<file path="src/rtl/seg_scan_capture.sv">
// seg_scan_capture: watches a scanned, active-low 7-segment seg/an bus and
// rebuilds complete 4-digit BCD frames. A dwell only counts once {an,seg} has
// held still long enough, which rejects transition glitches.
// A frame is published when a slot repeats (scan wrap) or when the bus has
// been idle too long.
module seg_scan_capture #(
  parameter int STABLE_CYCLES  = 16,
  parameter int TIMEOUT_CYCLES = 400000
) (
  input  logic       clk,
  input  logic       reset,
  input  logic [6:0] seg,
  input  logic [3:0] an,
  output logic [3:0] digit0,
  output logic [3:0] digit1,
  output logic [3:0] digit2,
  output logic [3:0] digit3,
  output logic [3:0] blank_mask,
  output logic       frame_strobe,
  output logic [2:0] frame_flags,
  output logic       seg_error,
  output logic       an_error
);

  localparam int SW = $clog2(STABLE_CYCLES);
  localparam int IW = $clog2(TIMEOUT_CYCLES);
  localparam logic [SW-1:0] STAB_MAX = SW'(STABLE_CYCLES - 1);
  localparam logic [IW-1:0] IDLE_MAX = IW'(TIMEOUT_CYCLES - 1);

  logic [10:0]   sample_q;
  logic [SW-1:0] stab_cnt;
  logic          dwell_acc;
  logic [IW-1:0] idle_cnt;
  logic [3:0]    seen;
  logic [3:0]    wblank;
  logic [2:0]    wflags;
  logic [3:0]    wval [4];

  logic       same;
  logic       qual;
  logic [3:0] q_an;
  logic [6:0] q_seg;
  logic [3:0] dec_val;
  logic       dec_blank;
  logic       dec_err;
  logic       slot_hit;
  logic [1:0] slot_idx;
  logic       multi_low;
  logic       accept;
  logic       an_bad;
  logic       wrap;
  logic       timeout;
  logic [3:0] pub_d [4];

  // The registered sample is the pattern being qualified. It is decoded
  // rather than the live input, because the live input may already have
  // moved on to the next slot.
  assign same    = ({an, seg} == sample_q);
  assign qual    = (stab_cnt == STAB_MAX) && !dwell_acc;
  assign q_an    = sample_q[10:7];
  assign q_seg   = sample_q[6:0];
  assign accept  = qual && slot_hit;
  assign an_bad  = qual && multi_low;
  assign wrap    = accept && seen[slot_idx];
  assign timeout = !accept && (idle_cnt == IDLE_MAX);

  // Map a segment pattern back to BCD.
  // The all-off pattern is a legal blank; any other unknown pattern is an error.
  always_comb begin
    dec_val   = 4'hF;
    dec_blank = 1'b0;
    dec_err   = 1'b0;
    case (q_seg)
      7'b1000000: dec_val = 4'd0;
      7'b1111001: dec_val = 4'd1;
      7'b0100100: dec_val = 4'd2;
      7'b0110000: dec_val = 4'd3;
      7'b0011001: dec_val = 4'd4;
      7'b0010010: dec_val = 4'd5;
      7'b0000010: dec_val = 4'd6;
      7'b1111000: dec_val = 4'd7;
      7'b0000000: dec_val = 4'd8;
      7'b0010000: dec_val = 4'd9;
      7'b1111111: dec_blank = 1'b1;
      default: begin
        dec_blank = 1'b1;
        dec_err   = 1'b1;
      end
    endcase
  end

  // Classify the anode pattern: exactly one low bit selects a slot;
  // several low bits is an anode fault; all high means dark.
  always_comb begin
    slot_hit = 1'b0;
    slot_idx = 2'd0;
    case (~q_an)
      4'b0001: begin slot_hit = 1'b1; slot_idx = 2'd0; end
      4'b0010: begin slot_hit = 1'b1; slot_idx = 2'd1; end
      4'b0100: begin slot_hit = 1'b1; slot_idx = 2'd2; end
      4'b1000: begin slot_hit = 1'b1; slot_idx = 2'd3; end
      default: ;
    endcase
    multi_low = (q_an != 4'b1111) && !slot_hit;
  end

  // Frame contents as they would be published now; unseen slots read as blank.
  always_comb begin
    for (int i = 0; i < 4; i++) begin
      pub_d[i] = seen[i] ? wval[i] : 4'hF;
    end
  end

  // Stability filter, frame assembly and publishing in one sequential block.
  always_ff @(posedge clk) begin
    if (reset) begin
      sample_q     <= {4'b1111, 7'b1111111};
      stab_cnt     <= '0;
      dwell_acc    <= 1'b0;
      idle_cnt     <= '0;
      seen         <= 4'b0000;
      wblank       <= 4'b0000;
      wflags       <= 3'b000;
      for (int i = 0; i < 4; i++) wval[i] <= 4'hF;
      digit0       <= 4'hF;
      digit1       <= 4'hF;
      digit2       <= 4'hF;
      digit3       <= 4'hF;
      blank_mask   <= 4'b1111;
      frame_flags  <= 3'b000;
      frame_strobe <= 1'b0;
      seg_error    <= 1'b0;
      an_error     <= 1'b0;
    end else begin
      sample_q <= {an, seg};
      if (!same) begin
        stab_cnt  <= '0;
        dwell_acc <= 1'b0;
      end else begin
        if (stab_cnt != STAB_MAX) stab_cnt <= stab_cnt + SW'(1);
        if (qual) dwell_acc <= 1'b1;
      end

      frame_strobe <= 1'b0;
      seg_error    <= accept && dec_err;
      an_error     <= an_bad;

      if (accept) begin
        idle_cnt       <= '0;
        wval[slot_idx] <= dec_val;
        if (wrap) begin
          digit0       <= pub_d[0];
          digit1       <= pub_d[1];
          digit2       <= pub_d[2];
          digit3       <= pub_d[3];
          blank_mask   <= ~seen | wblank;
          frame_flags  <= wflags;
          frame_strobe <= 1'b1;
          seen         <= 4'b0001 << slot_idx;
          wblank       <= {3'b000, dec_blank} << slot_idx;
          wflags       <= {2'b00, dec_err};
        end else begin
          seen[slot_idx]   <= 1'b1;
          wblank[slot_idx] <= dec_blank;
          wflags[0]        <= wflags[0] | dec_err;
        end
      end else if (timeout) begin
        digit0       <= pub_d[0];
        digit1       <= pub_d[1];
        digit2       <= pub_d[2];
        digit3       <= pub_d[3];
        blank_mask   <= ~seen | wblank;
        frame_flags  <= {1'b1, wflags[1:0]};
        frame_strobe <= 1'b1;
        seen         <= 4'b0000;
        wblank       <= 4'b0000;
        wflags       <= {1'b0, an_bad, 1'b0};
        idle_cnt     <= '0;
      end else begin
        idle_cnt <= idle_cnt + IW'(1);
        if (an_bad) wflags[1] <= 1'b1;
      end
    end
  end

endmodule

</file>
<file path="config.mk">
export PLATFORM = sky130hd
export DESIGN_NAME = seg_scan_capture
export DESIGN_NICKNAME = d
export VERILOG_FILES = /design/src/rtl/seg_scan_capture.sv
export SDC_FILE = /design/constraint.sdc
export NUM_CORES = 1
export LEC_CHECK = 0
export BUFFER_PORTS_ARGS = -buffer_cell sky130_fd_sc_hd__buf_2
export CAP_MARGIN = 10
export CORE_MARGIN = 1
export CORE_UTILIZATION = 45
export DETAILED_ROUTE_END_ITERATION = 7
export GPL_ROUTABILITY_DRIVEN = 0
export PLACE_DENSITY = 0.69
export SYNTH_ARGS = -nofsm -noshare
export SYNTH_HDL_FRONTEND = slang
export SYNTH_SLANG_ARGS = --single-unit
</file>
<file path="constraint.sdc">
create_clock -name clk -period 3.5 [get_ports clk]
set_input_delay 0.7 -clock clk [delete_from_list [all_inputs] [get_ports clk]]
set_output_delay 0.7 -clock clk [all_outputs]
set_load 0.1 [all_outputs]
</file>
-- After elaboration in Yosys (flattened, before gate mapping)
Memory sizes are Yosys's and may differ from the RTL's.
Cells that the tools add are included.
W data, S select, Z words.
- reductions and logical operators: 22
- equal/unequal tests: 20
- shifts and indexed selects: 2
- add/sub/neg operators: 2
- multiplexer cells: 54
- bitwise logic cells: 6
- order comparisons: 2
- operators by type and width (kind ; number):
    $mux W4 ; 25
    $pmux W4 S10 ; 1
    $eq A7 B7 Y1 const B ; 4
    $eq A7 B5 Y1 const B ; 3
    $add A19 B1 Y19 const B ; 1
    $eq A19 B19 Y1 const B ; 1
    $mux W1 ; 18
    $eq A7 B6 Y1 const B ; 2
    $mux W3 ; 4
    $eq A11 B11 Y1 ; 1
    $reduce_or A11 Y1 ; 1
    $reduce_or A10 Y1 ; 1
    $eq A4 B4 Y1 const B ; 2
    $logic_and A1 B1 Y1 ; 8
    $ne A4 B4 Y1 const B ; 2
    $not A4 Y4 ; 2
    $or A4 B4 Y4 ; 2
    $reduce_or A4 Y1 ; 2
    $eq A7 B2 Y1 const B ; 1
    $logic_not A7 Y1 ; 1
    $pmux W2 S3 ; 1
    $add A4 B1 Y4 const B ; 1
    $bwmux W4 ; 1
    $eq A4 B1 Y1 const B ; 1
    other kinds (18) ; 22
- output and inout port bits: 26
- bits in registers: 72
- word-level logic and storage cells: 127
- input bits: 13
- memories kept: 1
- RAM bits: 16
- memories (memory ; words ; bits a word ; read ports ; clocked after Yosys merged registers in ; wr ports ; line ; RTL):
    wval ; 4 ; 4 ; 4 ; 0 ; 4 ; 37 ; logic [3:0] wval [4];

-- Logic depth before layout (Yosys ltp)
Gate-level depths: netlist of run 1.
- depth in word-level cells: 10
- gate-level depth with buffers: 9
- mapped depth without buffers: 6

-- Worst setup path after synthesis of run 1
OpenSTA, ideal clock, no wires.
- kind: flip-flop to flip-flop
- start point: reg sample_q[0]
- end point: mem wval[2][3], data pin
- buffers on the path: 1
- slack: 1514 ps
- required time: 3226 ps
- arrival time: 1712 ps
- library setup time: 274 ps
- period minus slack after synthesis: 1986 ps
- stages on the path, launching flop included: 7
- path through: dfxtp_1 > clkbuf_1 > or3_1 > nor4b_1 > nor3b_2 > a211oi_1 > nand2_1
- RTL lines (item ; line ; RTL):
    from (decl) ; 30 ; logic [10:0] sample_q;
    from (signal assigned) ; 117 ; sample_q <= {4'b1111, 7'b1111111};
    from (signal assigned) ; 135 ; sample_q <= {an, seg};
    to (decl) ; 37 ;

-- Final worst setup path of run 1
- start point: reg stab_cnt[0]
- end point: reg digit2[3]
- word-level cells in the longest chain between the ends: 7
- elaborated cells between the ends (all ways): 10
- those cells by class: eq/ne: 2; mux: 1; reduce/logical: 7
- ends and longest elaborated chain (item ; line ; RTL):
    from (decl) ; 31 ; logic [SW-1:0] stab_cnt;
    from (signal assigned) ; 140 ; if (stab_cnt != STAB_MAX) stab_cnt <= stab_cnt + SW'(1);
    $eq A4 B4 Y1 * ; 59 ; assign qual = (stab_cnt == STAB_MAX) && !dwell_acc;
    $logic_and A1 B1 Y1 * ; 59 ;
    $logic_and A1 B1 Y1 * ; 62 ; assign accept = qual && slot_hit;
    $logic_not A1 Y1 ; 65 ; assign timeout = !accept && (idle_cnt == IDLE_MAX);
    $logic_and A1 B1 Y1 ; 65 ;
    $reduce_bool A2 Y1 (no line) ; n/a ;
    $reduce_and A2 Y1 (no line) ; n/a ;
    to (signal assigned) ; 154 ; digit2 <= pub_d[2];
    to (signal assigned) ; 170 ; digit2 <= pub_d[2];
    to (decl) ; 16 ; output logic [3:0] digit2,
Every way passes the cells marked *; elsewhere a longest branch is shown, timed or not.
A chain may end at the register's enable or synchronous reset.

==> summary.md, run 1 <==
| Metric | Value |
|---|---|
| Status | `complete, no violations` |
| CP Data Required Time | `between 3 and 4 ns` |
| CTS Buf Count | `9` |
| Post-DRT Antenna Nets | `0` |
| EDFF count, synth | `16` |
| Core area | `8380 sq um` |
| WP depth | `6` |
| Largest cells by area after synthesis | `dfxtp_1 36%, edfxtp_1 12%, nor2_1 5.9%` |
| Fin nets | `~450` |
| Syn nets | `about 420` |
| Detailed router's first-iteration violation count | `between 90 and 100` |
| Skew final | `about 0.010 ns` |
| Mapped Cells | `slightly above 400` |
| Initial antenna violation count | `0` |
| Final count of negative-setup-slack endpoints | `0` |
| Peak Freq | `just under 400 MHz` |
| Ys flop type | `dfxtp_1` |
| Min Hold Slack | `around 0.48 ns` |
| Worst Path Buf+Inv | `0` |
| N_diodes | `0` |
| Worst-path cell chain | `ha_1 -> nand3_1 -> nor2_2 -> nand2_2 -> o21ai_4 -> mux2i_1` |
| Period utilization | `between 70 and 80%` |
| Startpoint Class | `flip-flop` |
| Final hold violations | `0` |
| Layout cell share with drive strength beyond 1 | `21.0%` |
| Die Width | `approximately 96 um` |
| CTS Root Cell | `clkbuf_8` |
| Post-CTS sizing | `0` |
| Max FO, Critical Path | `22` |
| CP peak stage delay | `roughly 0.73 ns` |
| RSZ-0062 raised after global routing | `false` |
| Final TNS setup | `0 ns` |
| First-pass GRT wire length | `12.1 mm` |
| Cell Area, Synth | `3960 sq um` |
| Std cell rows | `33` |
| Pwr Total | `~1.9 mW` |
| Crit-path leading delay family | `simple AND/OR/NAND/NOR gates` |
| Total Routing Usage GR | `between 10% and 20%` |
| Slew margin rel. | `about two fifths` |
| CTS tree | `yes` |
| Syn Area/Cell | `between 9 and 10 sq um` |
| Combinational power share | `about 4.5%` |
| Power per cell area | `around 430 nW/um^2` |
| Post-CTS setup buffers | `0` |
| Skew-Pair Late Insertion Delay | `approximately 0.36 ns` |
| Critical path class | `flip-flop to flip-flop` |
| H-tree depth | `3` |
| Worst Path Arrival | `between 2 and 3 ns` |
| Largest net degree at the start of global routing | `27` |
| Final std cells w/o fill | `544` |
| R2R setup slack | `about 0.94 ns` |
| Synth area leader | `dfxtp_1` |
| Fill cell count | `~760` |
| Final min period | `between 2 and 3 ns` |
| Drt total wl | `~7.4 mm` |
| Post-synth ARST share | `0%` |
| Yosys warning total | `0` |
| Critical-path top delay cell | `o21ai_4` |
| IO Pins | `39` |
| Pins over their slew limit | `0` |
| Clock power share | `roughly two fifths` |
| Sw frac | `~24%` |
| Top cell type's share of synthesized area | `~36%` |
| Global route total overflow | `0` |
| Leak | `~1.6 nW` |
| Synth Register Bits | `87` |
| Clock Pin Slew Worst Setup and Hold Paths | `roughly 0.090 ns` |
| HP Class | `flip-flop to flip-flop` |
| Psw | `between 0.4 and 0.5 mW` |
| Die Area | `between 9000 and 10000 sq um` |
| Post-synth cell types | `slightly above 60` |
| Min-Delay Path Depth | `1` |
| Vias per inst | `roughly 5.3` |
| Via count | `2885` |
| Reg2Reg Depth | `6` |
| Post-DP Area | `between 4000 and 5000 sq um` |
| Post-route cell area | `4350 sq um` |
| Power Internal | `about 1.4 mW` |
| DRC | `0` |
| HPWL after DPL | `~5.3 mm` |
| Sequential Power Share | `between 50% and 60%` |
| Crit end category | `flip-flop` |
| Max-cap viol count | `0` |
| Sequential share of the synthesized area | `between 40% and 50%` |
| Layout area overhead | `9.96%` |
| DP Cell Count | `approximately 530` |
| Hold_buf cts | `0` |
| Num Clock Sinks | `between 80 and 90` |
| Wire length per cell | `about 14 um` |
| Drt pass-1 iters | `6` |
| DIE HEIGHT | `approximately 96 um` |
| CTS max path bufs | `2` |
| Vias in the first global route | `2593` |
| Starting Density | `a little under half` |
| IO buf count | `38` |
| Peak supply drop | `0.161 mV` |
| Worst-Margin Slew | `0.873 ns` |
## power groups by stage
stage / Combinational, mW / Sequential, mW / Clock (mW)
2_1_floorplan: 0.0828 / 1.05 / 0
3_3_place_gp: 0.0828 / 1.07 / 0
3_5_place_dp: 0.0839 / 1.07 / 0
4_1_cts: 0.0842 / 1.05 / 0.739
5_1_grt: 0.0931 / 1.05 / 0.779
6_report: 0.0840 / 1.05 / 0.725
## final timing paths
| path | startpoint | end |
|---|---|---|
| max | stab_cnt[0] | digit2[3] |
| max reg2reg | stab_cnt[0] | digit2[3] |
| min reg2reg | idle_cnt[0] | idle_cnt[0] |
| min | idle_cnt[0] | idle_cnt[0] |
## layout by cell type, fill, tap and decap left out, types with 4 or more instances in the layout
master    count
nor3_1        9
nor3b_1       5
inv_1        11
buf_2        38
a21oi_1       6
dfxtp_1      71
o211ai_1      7
o22ai_1       5
nand2_1      39
xor2_1       16
edfxtp_1     16
nand4_1       4
nor2_1       62
or2_2        12
nand3_1      15
xnor2_1      14
nor4_1        7
clkbuf_8      9
mux2i_1      21
inv_6         4
nor2_4        8
## state kept, by name, summed over array words and instances, names as in the netlist, 2 cells and up
signal	cells
wflags	2
digit0	4
frame_flags	3
digit2	4
idle_cnt	19
digit1	4
wblank	4
seen	4
sample_q	11
stab_cnt	4
blank_mask	4
digit3	4
wval	16
## kinds of logic after synthesis
kind of cell / after synthesis / share of synthesized area [%]
flip-flops: 87 / 48.1
XOR/XNOR: 31 / 7.05
AO/OA/AOI/OAI: 39 / 8.38
multiplexers: 21 / 5.31
AND/OR/NAND/NOR: 191 / 25.6
adder cells (fa/ha/maj): 3 / 0.885
buffers and inverters: 32 / 4.68
## through the flow
stage | setup slack (ns) | util [%]
final | 0.943 | 51.9
after global routing | 0.697 | 51.9
after CTS | 0.941 | 51.9
after detailed placement | 0.954 | 49.5
after global placement | 1.09 | 49.5
after floorplan | 1.51 | -
## Yosys cell counts (4+ instances only)
library cell  number
o22ai_1            5
xor2_1            16
nor3_1             9
nor2_4             8
a21oi_1            6
nor4_1             7
or2_2             12
nand2_1           39
xnor2_1           14
nand3_1           15
buf_6              5
mux2i_1           21
nor3b_1            5
dfxtp_1           71
nand4_1            4
nor2_1            62
edfxtp_1          16
inv_1             11
clkbuf_1          10
o211ai_1           7
## area by class of cell
type	instances	area [sq um]	area share, %
clock buffer	9	124	2.85
clock inverter	7	77.6	1.78
inverter	11	41.3	0.949
multi-input combinational	285	1870	43.0
sequential	87	1900	43.7
tap	105	131	3.02
timing repair buffer	40	205	4.72
## worst register-to-register path, stage by stage (launching register included)
cell     delay, ns
dfxtp_1       0.40
ha_1          0.27
nand3_1       0.22
nor2_2        0.37
nand2_2       0.20
o21ai_4       0.73
mux2i_1       0.30
## per-layer routing
metal / GRT usage (%) / part of all wire, % / up-vias
li1: - / - / 1463
met4: 8.58 / 2.0 / 0
met5: 0 / 0 / -
met3: 3.63 / 4.4 / 13
met1: 22.7 / 48 / 1347
met2: 27.1 / 45 / 62
Note: power is estimated with default switching activity, not from simulation.
==> inputs of run 2 (changes only) <==
- PLACE_DENSITY: 0.69 -> 0.72
- clock period: 3.5 -> 2.1 ns (I/O delays scaled with it)
==> summary.md, run 2 (synthesis results as in run 1) <==
| Metric | Value |
|---|---|
| Starting Density | `47.2% (unchanged)` |
| HPWL after DPL | `5.77 mm (+9.2%)` |
| HP Class | `primary input to flip-flop` |
| H-tree depth | `3 (unchanged)` |
| Pwr Total | `3.08 mW (+66%)` |
| Vias in the first global route | `2786 (+7.4%)` |
| Vias per inst | `5.13 (-3.3%)` |
| IO Pins | `39 (unchanged)` |
| Die Width | `95.8 um (unchanged)` |
| Layout area overhead | `16.5%` |
| R2R setup slack | `0.12 ns (-0.83 ns)` |
| Via count | `2932 (+1.6%)` |
| Max-cap viol count | `0 (unchanged)` |
| Initial antenna violation count | `0 (unchanged)` |
| Skew final | `0.0110 ns (+0.000875 ns)` |
| Slew margin rel. | `61.9% (+20 points)` |
| End-of-flow core utilization | `55.0% (+3.1 points)` |
| Largest net degree at the start of global routing | `29 (+7.4%)` |
| Worst Path Arrival | `2.08 ns (-0.76 ns)` |
| IO buf count | `38 (unchanged)` |
| RSZ-0062 raised after global routing | `true` |
| Skew-Pair Late Insertion Delay | `0.36 ns (about the same)` |
| Startpoint Class | `flip-flop` |
| Psw | `0.764 mW (+68%)` |
| Worst-Margin Slew | `0.572 ns (-0.302 ns)` |
| CTS Buf Count | `9 (unchanged)` |
| Post-DP Area | `4340 sq um (+4.6%)` |
| Die Area | `9170 sq um (unchanged)` |
| Critical path class | `flip-flop to flip-flop` |
| Layout cell share with drive strength beyond 1 | `26.3% (+5.4 points)` |
| CTS max path bufs | `2 (unchanged)` |
| Commonest cells after routing, fill and taps aside | `68 x dfxtp_1, 62 x nor2_1, 39 x nand2_1, 38 x buf_2, 27 x buf_4` |
| Clock Pin Slew Worst Setup and Hold Paths | `0.09 ns (about the same)` |
| Peak Freq | `504 MHz (+29%)` |
| Max reg flops | `19 (unchanged)` |
| Sw frac | `24.8% (+0.35 points)` |
| Power Internal | `2.31 mW (+65%)` |
| Area of the multi-input gates | `1880 sq um (+0.60%)` |
| Num Clock Sinks | `87 (unchanged)` |
| Clock power share | `37.7% (-1.4 points)` |
| Period utilization | `94.5% (+21 points)` |
| Post-DRT Antenna Nets | `0 (unchanged)` |
| Core area | `8380 sq um (unchanged)` |
| Power per cell area | `668 nW/um^2 (+57%)` |
| Hold_buf cts | `0 (unchanged)` |
| Max FO, Critical Path | `7 (-68%)` |
| Final hold violations | `0 (unchanged)` |
| Final count of negative-setup-slack endpoints | `0 (unchanged)` |
| Sequential Power Share | `56.3% (about the same)` |
| Drt total wl | `7.70 mm (+3.8%)` |
| Total Routing Usage GR | `18.3% (+0.96 points)` |
| Global route total overflow | `0 (unchanged)` |
| Pins over their slew limit | `0 (unchanged)` |
| Crit end category | `flip-flop` |
| Combinational power share | `5.9% (+1.4 points)` |
| FF+latch area | `1910 sq um (+0.20%)` |
| N_diodes | `0 (unchanged)` |
| Fin nets | `477 (+6.2%)` |
| Largest regs | `idle_cnt x19, wval x16, sample_q x11` |
| CTS tree | `yes` |
| Leak | `1.74 nW (+9.5%)` |
| Std cell rows | `33 (unchanged)` |
| Post-route cell area | `4610 sq um (+6.0%)` |
| Fill cell count | `758 (-0.66%)` |
| First-pass GRT wire length | `12.7 mm (+5.1%)` |
| Commonest non-fill, non-tap cell in the layout | `dfxtp_1` |
| Detailed router's first-iteration violation count | `92 (unchanged)` |
| DRC | `0 (unchanged)` |
| DIE HEIGHT | `95.8 um (unchanged)` |
| Reg with most FFs | `idle_cnt` |
| Final min period | `1.98 ns (-0.574 ns)` |
| Drt pass-1 iters | `4 (-2)` |
| Min Hold Slack | `0.273 ns (-0.205 ns)` |
| CTS Root Cell | `clkbuf_8` |
| Status | `complete, no violations` |
| Peak supply drop | `0.301 mV (+87%)` |
| CP Data Required Time | `2.20 ns (-1.58 ns)` |
| Wire length per cell | `13.5 um (-1.3%)` |
[run 2: power by group through the flow]
stage	clock [mW]	sequential [mW]	combinational, mW
2_1_floorplan	0	1.76	0.138
3_3_place_gp	0	1.77	0.169
3_5_place_dp	0	1.77	0.171
4_1_cts	1.18	1.73	0.172
5_1_grt	1.26	1.74	0.199
6_report	1.16	1.73	0.183
[run 2: critical path, stage by stage (launching register included)]
cell,delay [ns]
dfxtp_1,0.38
or3_1,0.36
nor4b_1,0.35
nor3b_2,0.15
a221oi_4,0.41
nand2_1,0.08
[run 2: final cells by class]
type                            count  share of cell area (%)
Clock buffer                       10                    3.23
Clock inverter                      6                    1.06
Inverter                           11                   0.896
Multi-Input combinational cell    285                    40.8
Sequential cell                    87                    41.3
Tap cell                          105                    2.85
Timing Repair Buffer               68                    9.82
[run 2: metrics by stage]
step           setup TNS, ns  worst slack, ns  instances
2_1_floorplan              0            0.114        404
4_1_cts                    0           0.0262        570
6_report                   0            0.116        572
3_3_place_gp               0           0.0153        552
5_1_grt               -0.129          -0.0694        572
3_5_place_dp               0           0.0166        552
[run 2: what timing repair did]
action                     in CTS  in global routing
setup buffers                   2                  2
resized for setup               0                  4
setup endpoints to repair       2                 31
pin swaps                       1                  0
[run 2: per-layer routing]
| metal | routed length (um) | share of wire [%] | up-vias | GRT usage, % |
|---|---|---|---|---|
| met2 | 3650 | 47 | 54 | 31.6 |
| li1 | - | - | 1515 | - |
| met3 | 216 | 2.8 | 11 | 3.32 |
| met5 | 0 | 0 | - | 0 |
| met1 | 3730 | 48 | 1352 | 23.1 |
| met4 | 101 | 1.3 | 0 | 5.60 |
[run 2: final timing paths]
path / startpoint / to / cells past startpoint
max: sample_q[6] / wval[0][0] / 5
min: an[0] / sample_q[7] / 2
max reg2reg: sample_q[6] / wval[0][0] / 5
min reg2reg: wblank[3] / wblank[3] / 2
